`src/rtl/machine_output.sv`:
```
`default_nettype none
// ============================================================================
// Module   : machine_output
// Brief    : MM:SS countdown timer with 1 Hz tick, DONE blink, and a 4-digit
//            multiplexed common-anode 7-segment display driver.
// Revision : 1.0 - initial release
// ============================================================================
module machine_output #(
   parameter int TICK_DIV  = 50_000_000,
   parameter int SCAN_DIV  = 50_000,
   parameter int BLINK_DIV = 25_000_000
) (
   input  logic       clk,
   input  logic       rst_n,
   input  logic [7:0] min_set,
   input  logic [7:0] sec_set,
   input  logic       count_begin,
   input  logic       stop,
   output logic [7:0] seg,
   output logic [3:0] dig_sel,
   output logic [7:0] min_left,
   output logic [7:0] sec_left,
   output logic       running,
   output logic       time_up,
   output logic       done_pulse
);

   localparam int c_tick_w  = (TICK_DIV  > 1) ? $clog2(TICK_DIV)  : 1;
   localparam int c_scan_w  = (SCAN_DIV  > 1) ? $clog2(SCAN_DIV)  : 1;
   localparam int c_blink_w = (BLINK_DIV > 1) ? $clog2(BLINK_DIV) : 1;

   localparam logic [c_tick_w-1:0]  c_tick_last  = c_tick_w'(TICK_DIV - 1);
   localparam logic [c_scan_w-1:0]  c_scan_last  = c_scan_w'(SCAN_DIV - 1);
   localparam logic [c_blink_w-1:0] c_blink_last = c_blink_w'(BLINK_DIV - 1);

   localparam logic [1:0] c_idle = 2'd0;
   localparam logic [1:0] c_run  = 2'd1;
   localparam logic [1:0] c_done = 2'd2;

   localparam logic [3:0] c_dig_reset = 4'b0111;

   function automatic logic [7:0] clamp59(input logic [7:0] v);
      return (v > 8'd59) ? 8'd59 : v;
   endfunction

   // {g,f,e,d,c,b,a}, active-low
   function automatic logic [6:0] seg7(input logic [3:0] d);
      logic [6:0] code;
      case (d)
         4'd0:    code = 7'h40;
         4'd1:    code = 7'h79;
         4'd2:    code = 7'h24;
         4'd3:    code = 7'h30;
         4'd4:    code = 7'h19;
         4'd5:    code = 7'h12;
         4'd6:    code = 7'h02;
         4'd7:    code = 7'h78;
         4'd8:    code = 7'h00;
         4'd9:    code = 7'h10;
         default: code = 7'h7F;
      endcase
      return code;
   endfunction

   logic [1:0]           r_state;
   logic                 r_begin_d;
   logic [c_tick_w-1:0]  r_tick_cnt;
   logic [c_scan_w-1:0]  r_scan_cnt;
   logic [c_blink_w-1:0] r_blink_cnt;
   logic                 r_blink_on;

   logic       w_start;
   logic [7:0] w_min_set_c;
   logic [7:0] w_sec_set_c;
   logic       w_tick_wrap;
   logic       w_scan_wrap;
   logic       w_blink_wrap;
   logic [1:0] w_state_nxt;
   logic [7:0] w_min_nxt;
   logic [7:0] w_sec_nxt;

   assign w_start      = count_begin & ~r_begin_d;
   assign w_min_set_c  = clamp59(min_set);
   assign w_sec_set_c  = clamp59(sec_set);
   assign w_tick_wrap  = (r_tick_cnt  == c_tick_last);
   assign w_scan_wrap  = (r_scan_cnt  == c_scan_last);
   assign w_blink_wrap = (r_blink_cnt == c_blink_last);

   // stop outranks start, start outranks the tick; start is ignored while running
   always_comb begin
      w_state_nxt = r_state;
      w_min_nxt   = min_left;
      w_sec_nxt   = sec_left;
      if (stop) begin
         w_state_nxt = c_idle;
         w_min_nxt   = 8'd0;
         w_sec_nxt   = 8'd0;
      end else if (w_start && (r_state != c_run)) begin
         w_min_nxt   = w_min_set_c;
         w_sec_nxt   = w_sec_set_c;
         w_state_nxt = ((w_min_set_c == 8'd0) && (w_sec_set_c == 8'd0)) ? c_done : c_run;
      end else if ((r_state == c_run) && w_tick_wrap) begin
         if (sec_left != 8'd0) begin
            w_sec_nxt = sec_left - 8'd1;
            if ((min_left == 8'd0) && (sec_left == 8'd1)) begin
               w_state_nxt = c_done;
            end
         end else begin
            w_min_nxt = min_left - 8'd1;
            w_sec_nxt = 8'd59;
         end
      end
   end

   always_ff @(posedge clk) begin
      if (!rst_n) begin
         r_state    <= c_idle;
         r_begin_d  <= 1'b0;
         min_left   <= 8'd0;
         sec_left   <= 8'd0;
         running    <= 1'b0;
         time_up    <= 1'b0;
         done_pulse <= 1'b0;
      end else begin
         r_state    <= w_state_nxt;
         r_begin_d  <= count_begin;
         min_left   <= w_min_nxt;
         sec_left   <= w_sec_nxt;
         running    <= (w_state_nxt == c_run);
         time_up    <= (w_state_nxt == c_done);
         done_pulse <= (w_state_nxt == c_done) && (r_state != c_done);
      end
   end

   // Any cycle that is not a continuation of RUN leaves the divider at zero,
   // which also gives the load-on-start clear.
   always_ff @(posedge clk) begin
      if (!rst_n) begin
         r_tick_cnt <= '0;
      end else if ((r_state != c_run) || (w_state_nxt != c_run)) begin
         r_tick_cnt <= '0;
      end else if (w_tick_wrap) begin
         r_tick_cnt <= '0;
      end else begin
         r_tick_cnt <= r_tick_cnt + c_tick_w'(1);
      end
   end

   always_ff @(posedge clk) begin
      if (!rst_n) begin
         r_blink_cnt <= '0;
         r_blink_on  <= 1'b1;
      end else if ((r_state == c_done) && (w_state_nxt == c_done)) begin
         if (w_blink_wrap) begin
            r_blink_cnt <= '0;
            r_blink_on  <= ~r_blink_on;
         end else begin
            r_blink_cnt <= r_blink_cnt + c_blink_w'(1);
         end
      end else begin
         r_blink_cnt <= '0;
         r_blink_on  <= 1'b1;
      end
   end

   logic [7:0] w_disp_min;
   logic [7:0] w_disp_sec;
   logic [3:0] w_dig_nxt;
   logic [3:0] w_digit;
   logic [7:0] w_seg_nxt;

   assign w_disp_min = (r_state == c_idle) ? w_min_set_c : min_left;
   assign w_disp_sec = (r_state == c_idle) ? w_sec_set_c : sec_left;
   assign w_dig_nxt  = w_scan_wrap ? {dig_sel[0], dig_sel[3:1]} : dig_sel;

   // seg is built for the digit that will be selected after this edge
   always_comb begin
      w_digit = 4'd0;
      case (w_dig_nxt)
         4'b0111: w_digit = 4'(w_disp_min / 8'd10);
         4'b1011: w_digit = 4'(w_disp_min % 8'd10);
         4'b1101: w_digit = 4'(w_disp_sec / 8'd10);
         4'b1110: w_digit = 4'(w_disp_sec % 8'd10);
         default: w_digit = 4'd0;
      endcase
      if ((r_state == c_done) && !r_blink_on) begin
         w_seg_nxt = 8'hFF;
      end else begin
         w_seg_nxt = {w_dig_nxt[2], seg7(w_digit)};
      end
   end

   always_ff @(posedge clk) begin
      if (!rst_n) begin
         r_scan_cnt <= '0;
         dig_sel    <= c_dig_reset;
         seg        <= 8'hFF;
      end else begin
         r_scan_cnt <= w_scan_wrap ? '0 : (r_scan_cnt + c_scan_w'(1));
         dig_sel    <= w_dig_nxt;
         seg        <= w_seg_nxt;
      end
   end

endmodule
`default_nettype wire
```
`config.mk`:
```
export PLATFORM = sky130hd
export DESIGN_NAME = machine_output
export DESIGN_NICKNAME = d
export VERILOG_FILES = /design/src/rtl/machine_output.sv
export SDC_FILE = /design/constraint.sdc
export NUM_CORES = 1
export LEC_CHECK = 0
export ABC_AREA = 1
export CORE_MARGIN = 2
export CORE_UTILIZATION = 59
export DETAILED_ROUTE_END_ITERATION = 12
export PLACE_DENSITY = 0.81
export SYNTH_ARGS = -nofsm -noshare
export SYNTH_HDL_FRONTEND = slang
export SYNTH_SLANG_ARGS = --single-unit
```
`constraint.sdc`:
```
create_clock -name clk -period 5.3 [get_ports clk]
set_input_delay 1.325 -clock clk [delete_from_list [all_inputs] [get_ports clk]]
set_output_delay 1.325 -clock clk [all_outputs]
set_load 0.005 [all_outputs]
```
### Yosys cells after proc, flatten, opt, wreduce, memory -nomap -nowiden

Memories as Yosys holds them, arrays and structs flattened. A register that Yosys moved wholly into a read port is not among the register bits.
Index checks and enable logic that the tools add are counted.

| storage, ports and cells | value |
|---|---|
| memories | 1 |
| word-level logic and storage cells | 86 |
| bits in read-only memories | 112 |
| bits in registers | 102 |
| bits of input ports | 20 |

Memory list:

| name | depth | width | read ports | clocked after Yosys merged registers in | wr ports | RTL line | text |
|---|---|---|---|---|---|---|---|
| (name not given) | 16 | 7 | 1 | 1 | 0 | 49 | `case (d)` |

| operators by class | value |
|---|---|
| $add $sub $neg | 5 |
| reductions and logical operators | 22 |
| bitwise gates (word level) | 5 |
| eq/ne operators | 16 |
| muxes and demuxes | 18 |
| $lt $le $gt $ge | 2 |
| divide/modulo/power cells | 4 |

Operator list:

| cell | count |
|---|---|
| $mux 8 | 10 |
| $add 26x1->26 const B | 1 |
| $eq 26x26->1 const B | 1 |
| $add 25x1->25 const B | 1 |
| $eq 25x25->1 const B | 1 |
| $logic_not 8->1 | 3 |
| $add 16x1->16 const B | 1 |
| $div 8x4->8 const B | 2 |
| $eq 16x16->1 const B | 1 |
| $gt 8x6->1 const B | 2 |
| $mod 8x4->8 const B | 2 |
| $pmux 4 s4 | 1 |
| $sub 8x1->8 const B | 2 |
| $eq 4x4->1 const B | 3 |
| $mux 2 | 6 |
| $eq 8x1->1 const B | 1 |
| $reduce_bool 8->1 | 1 |
| $logic_and 1x1->1 | 7 |
| $reduce_or 2->1 | 3 |
| $reduce_or 3->1 | 2 |
| $eq 2x1->1 const B | 2 |
| $eq 2x2->1 const B | 2 |
| $eq 4x3->1 const B | 1 |
| $mux 4 | 1 |
| other kinds (9) | 15 |

### Logic depth before layout (Yosys ltp)

| depth | value |
|---|---|
| depth in word-level cells | 11 |
| mapped depth | 40 |

### Worst setup path after synthesis

No wires, ideal clock.

| timing path | value |
|---|---|
| kind | input to register |
| from | input port min_set[2] |
| to | register seg[0] |
| data arrival time | 4.456 ns |
| stages on the path | 30 |
| setup slack | 0.723 ns |
| required time | 5.179 ns |
| cell sequence | nand4_1 nand2_1 nor2_1 o21ai_0 nand2_1 o21ai_1 inv_1 a21oi_1 nand2_1 nand2_1 nand2_1 nand3_1 nand2_1 nand2_2 nand2_1 nand2_1 inv_1 ha_1 a21boi_0 a21oi_1 nand3_1 nand2_1 nand2_1 a21oi_1 inv_1 ha_1 nand3_1 nand2_1 nand2_1 nand2_1 |

| on the way | value |
|---|---|
| word-level cells in the longest chain between the ends | 5 |
| elaborated cells between the ends (all ways) | 6 |
| those cells by class | 2 x div; 1 x order compare; 3 x mux |

RTL lines:

| item | RTL line | text |
|---|---|---|
| start: declaration | 15 | `input logic [7:0] min_set,` |
| $gt 8x6->1 | 43 | `return (v > 8'd59) ? 8'd59 : v;` |
| $mux 8 * | 43 |  |
| $mux 8 * | 172 | `assign w_disp_min = (r_state == c_idle) ? w_min_set_c : min_left;` |
| $mod 8x4->8 / $div 8x4->8 (equally long branches) | 181, 180 |  |
| $pmux 4 s4 * | 179 | `case (w_dig_nxt)` |
| end: declaration | 19 | `output logic [7:0] seg,` |

Every way passes the cells marked *; elsewhere a longest branch is shown, timed or not.
A chain may end at the register's enable or synchronous reset.

### Worst setup path after layout

| timing path | value |
|---|---|
| from | input port sec_set[5] |
| to | register seg[0] |

| on the way | value |
|---|---|
| word-level cells in the longest chain between the ends | 5 |
| elaborated cells between the ends (all ways) | 6 |
| those cells by class | 2 x div; 1 x order compare; 3 x mux |

RTL lines:

| item | RTL line | text |
|---|---|---|
| start: declaration | 16 | `input logic [7:0] sec_set,` |
| $gt 8x6->1 | 43 |  |
| $mux 8 * | 43 |  |
| $mux 8 * | 173 | `assign w_disp_sec = (r_state == c_idle) ? w_sec_set_c : sec_left;` |
| $mod 8x4->8 / $div 8x4->8 (equally long branches) | 183, 182 |  |
| $pmux 4 s4 * | 179 |  |

Marks and branches as above.

==> metrics list <==
* Kind of end point of the critical path: flop
* Post-synthesis area per instance: 6.600 µm²
- Via density per instance: 5.125
- The routed layout has 5,842 vias.
* Final period util: 0.9036
- The worst setup path is launched from a primary input.
* Number of iterations in the first detailed-routing pass: 5
* Maximum number of pins on one net before global-route repair: 27
- Number of H-tree levels: 3
* End-of-flow core utilization: 0.6913
* Number of buffers created by CTS: 9
- Clock buffer depth: 2
* Total of buffers placed on input and output ports: 50
* Number of maximum-capacitance constraint violations: 0
* Library cell used as clock root buffer: clkbuf_8
* Worst endpoint required time: 5.56 ns
- Setup violations remaining at the end of the flow were counted as 0.
- Run status: complete, no violations
- STA puts the critical path data arrival time at 5.05 ns.
* Layout cell share with drive strength beyond 1: 0.08665
- In the synthesized netlist the async set-or-reset flop fraction comes to 0.
* Post-route insts no fill: 1,140
* Layout Skew: 0.007795 ns
- Most common cell on crit path: nand2_1
* Maximum vdd ir drop: 177.2 µV
- The number of endpoints with negative hold slack in the final report was 0.
* Critical path's largest stage delay: 0.51 ns
- Register bit total from synthesis: 102
- Across all setup checks in the final design, the least slack found is 0.5111 ns.
- Of the synthesized area, sequential elements account for 0.3288.
* Number of flops mapped to enable cells by yosys: 0
- The number of antenna diodes in the final layout is 0.
- Number of different library cells in the post-synthesis netlist: 45
- Along the worst path, the maximum fanout reaches 5.
- Synthesis produced 941 cells.
- The floorplan step set the die width to 106.6 µm.
- For this run, the number of Yosys warnings is 0.
* Most common cell after layout, fill and taps aside: nand2_1
- In the routed design, unresolved DRC markers number 0.
* Core Box Area: 0.01028 mm²
- Worst slack, placed: -0.1610 ns
- Headroom to the max-slew limit came out at 0.3117.
- Counting I/O delays and the setup requirement, the final critical path takes 4.789 ns.
* Hold slack: 0.4520 ns
* Initial Utilization: 0.6043
- Fmax: 208.8 MHz
- Floorplan die area: 0.01136 mm²
* Number of antenna violations at the first check in global routing: 0
- Clock latency on the worst-skew pair, taken at its later pin, is 0.37 ns.
- The worst setup path is of the in -> reg kind.
- First-pass GRT wire length: 22,910 µm
- Slowest CP cell: clkdlybuf4s50_1
- Total clock sinks: 102
- After detailed routing, the average wire length per cell comes to 11.80 µm.
* Worst-Margin Slew: 1.022 ns
- For this run, the post-layout net count is 1,034.
- Cell area after synthesis: 0.006211 mm²
- In this run the count of I/O pins placed on the die edge is 51.
- Routability-driven placement finished with a final weighted congestion of 0.8814.
* Total of fill cells in the finished design: 939
- P per Cell Area: 232.0 mW/mm²
- In the layout the commonest cells are 219 x nand2_1, 128 x inv_1, 123 x nor2_1.
* Post-route antenna net violation count: 0
- The tightest min-delay check is of the reg -> reg type.
- Placed instance count: 1,123
- The wire-length estimate of the detail-placed layout is 10,200 µm.
- For this block, the routed nets add up to 13,450 µm of wire.
- In this run the core area contains 37 standard-cell rows.
- For this run, the total global-route usage over all layers was measured as 0.2453.
- In this run the static leakage power is 0.003000 µW.
* Clock Pin Slew Worst Setup and Hold Paths: 0.10 ns
* Clock tree from TritonCTS: built
- Die span in y: 106.6 µm
- Count of pins over their slew limit: 0
- For this run the aggregate overflow at the end of global routing stands at 0.
- Number of global-route vias before repair: 5,235
* First DRT Iteration DRCs: 325
- Synthesis-to-finish area growth: 14.38%
- Most used flip-flop cell after synthesis: dfxtp_1
* Post-route total power: 1648 µW
* Mapped Nets: 976
-- repair_timing --
| item | in CTS | in global routing |
|---|---|---|
| setup buffers | 0 | 1 |
| hold buffers | 0 | 0 |
| resized for setup | 0 | 10 |
| endpoints found under the setup margin | 0 | 7 |
-- flip-flops by register name, summed over array words and instances, names as in the netlist --
name,flops
dig_sel,4
done_pulse,1
min_left,8
r_begin_d,1
r_blink_cnt,25
r_blink_on,1
r_scan_cnt,16
r_state,2
r_tick_cnt,26
running,1
sec_left,8
seg,8
time_up,1
-- kinds of logic (layout without fill, tap and decap cells) --
kind of cell	after synthesis	after routing	share of synthesized area
buffers and inverters	150	213	0.09146
xor gates and xnor gates	21	21	0.02961
adders and majority gates	15	15	0.03022
DFF	102	102	0.3288
AOI/OAI and AO/OA	109	109	0.1025
and+or+nand+nor	544	544	0.4174
-- per-layer routing --
layer  GRT usage  share of wire
met1      0.3194           0.48
met2      0.4040           0.45
met3     0.04742          0.047
met4     0.09184          0.021
met5           0              0
-- synth_stat cells, types with 2 or more instances --
master,count,share of area
nor2_4,4,0.0073
nor3b_1,27,0.033
nand2_1,220,0.13
o21ai_1,3,0.0024
o21a_1,5,0.0060
nand4_1,19,0.019
nand2_4,7,0.013
xor2_1,16,0.023
inv_1,129,0.078
dfxtp_1,102,0.33
nor2_1,123,0.074
clkinv_1,2,0.0012
nor4_1,11,0.011
or2_2,5,0.0050
nand2_2,21,0.021
a211oi_1,4,0.0048
nand3_4,3,0.0085
and3_1,4,0.0040
ha_1,15,0.030
nand3_1,63,0.051
clkbuf_1,10,0.0060
nor3_1,25,0.020
a21oi_1,39,0.031
nand3b_1,5,0.0060
inv_2,7,0.0042
a31oi_1,3,0.0030
o21ai_0,37,0.030
o31ai_1,3,0.0036
o21bai_1,4,0.0048
a21oi_2,2,0.0028
a221oi_1,2,0.0028
xnor2_1,5,0.0071
nand3_2,4,0.0064
-- critical path: cells and delay by family --
kind	cells	cell delay [ns]
buffers and inverters	4	0.76
adders and majority gates	2	0.46
and+or+nand+nor	19	1.62
AOI/OAI and AO/OA	6	0.86
-- power by group --
group | total [µW] | switching, µW | internal [µW]
registers | 800 | 11.8 | 788
clock network | 462 | 275 | 186
logic | 387 | 230 | 157
total | 1650 | 517 | 1130
-- path summary, 6_finish.rpt --
| check | start | end | slack, ns | cells past startpoint |
|---|---|---|---|---|
| worst min register to register | r_blink_cnt[0]$_SDFF_PP0_ | r_blink_cnt[0]$_SDFF_PP0_ | 0.45 | 1 |
| worst max register to register | r_scan_cnt[0]$_SDFF_PP0_ | seg[0]$_SDFF_PP1_ | 0.88 | 35 |
| worst max-delay path | sec_set[5] | seg[0]$_SDFF_PP1_ | 0.51 | 31 |
| worst min-delay path | r_blink_cnt[0]$_SDFF_PP0_ | r_blink_cnt[0]$_SDFF_PP0_ | 0.45 | 1 |
-- final cells by class --
class                           instances  area [µm²]  share of cell area
Tap cell                              136       170.2             0.02395
Sequential cell                       102        2042              0.2874
Multi-Input combinational cell        689        3631              0.5111
Inverter                              138       518.0             0.07291
Clock inverter                          4       30.03            0.004227
Timing Repair Buffer                   59       568.0             0.07996
Clock buffer                           12       145.1             0.02043
-- metrics by stage --
stage,cell area (µm²),setup TNS (ns)
final,7104,0
after global routing,7104,-0.05110
after CTS,7067,0
after detailed placement,6892,-0.6326
after global placement,6892,-0.007317
after floorplan,6211,0
Power figures use the tool's default switching activity.
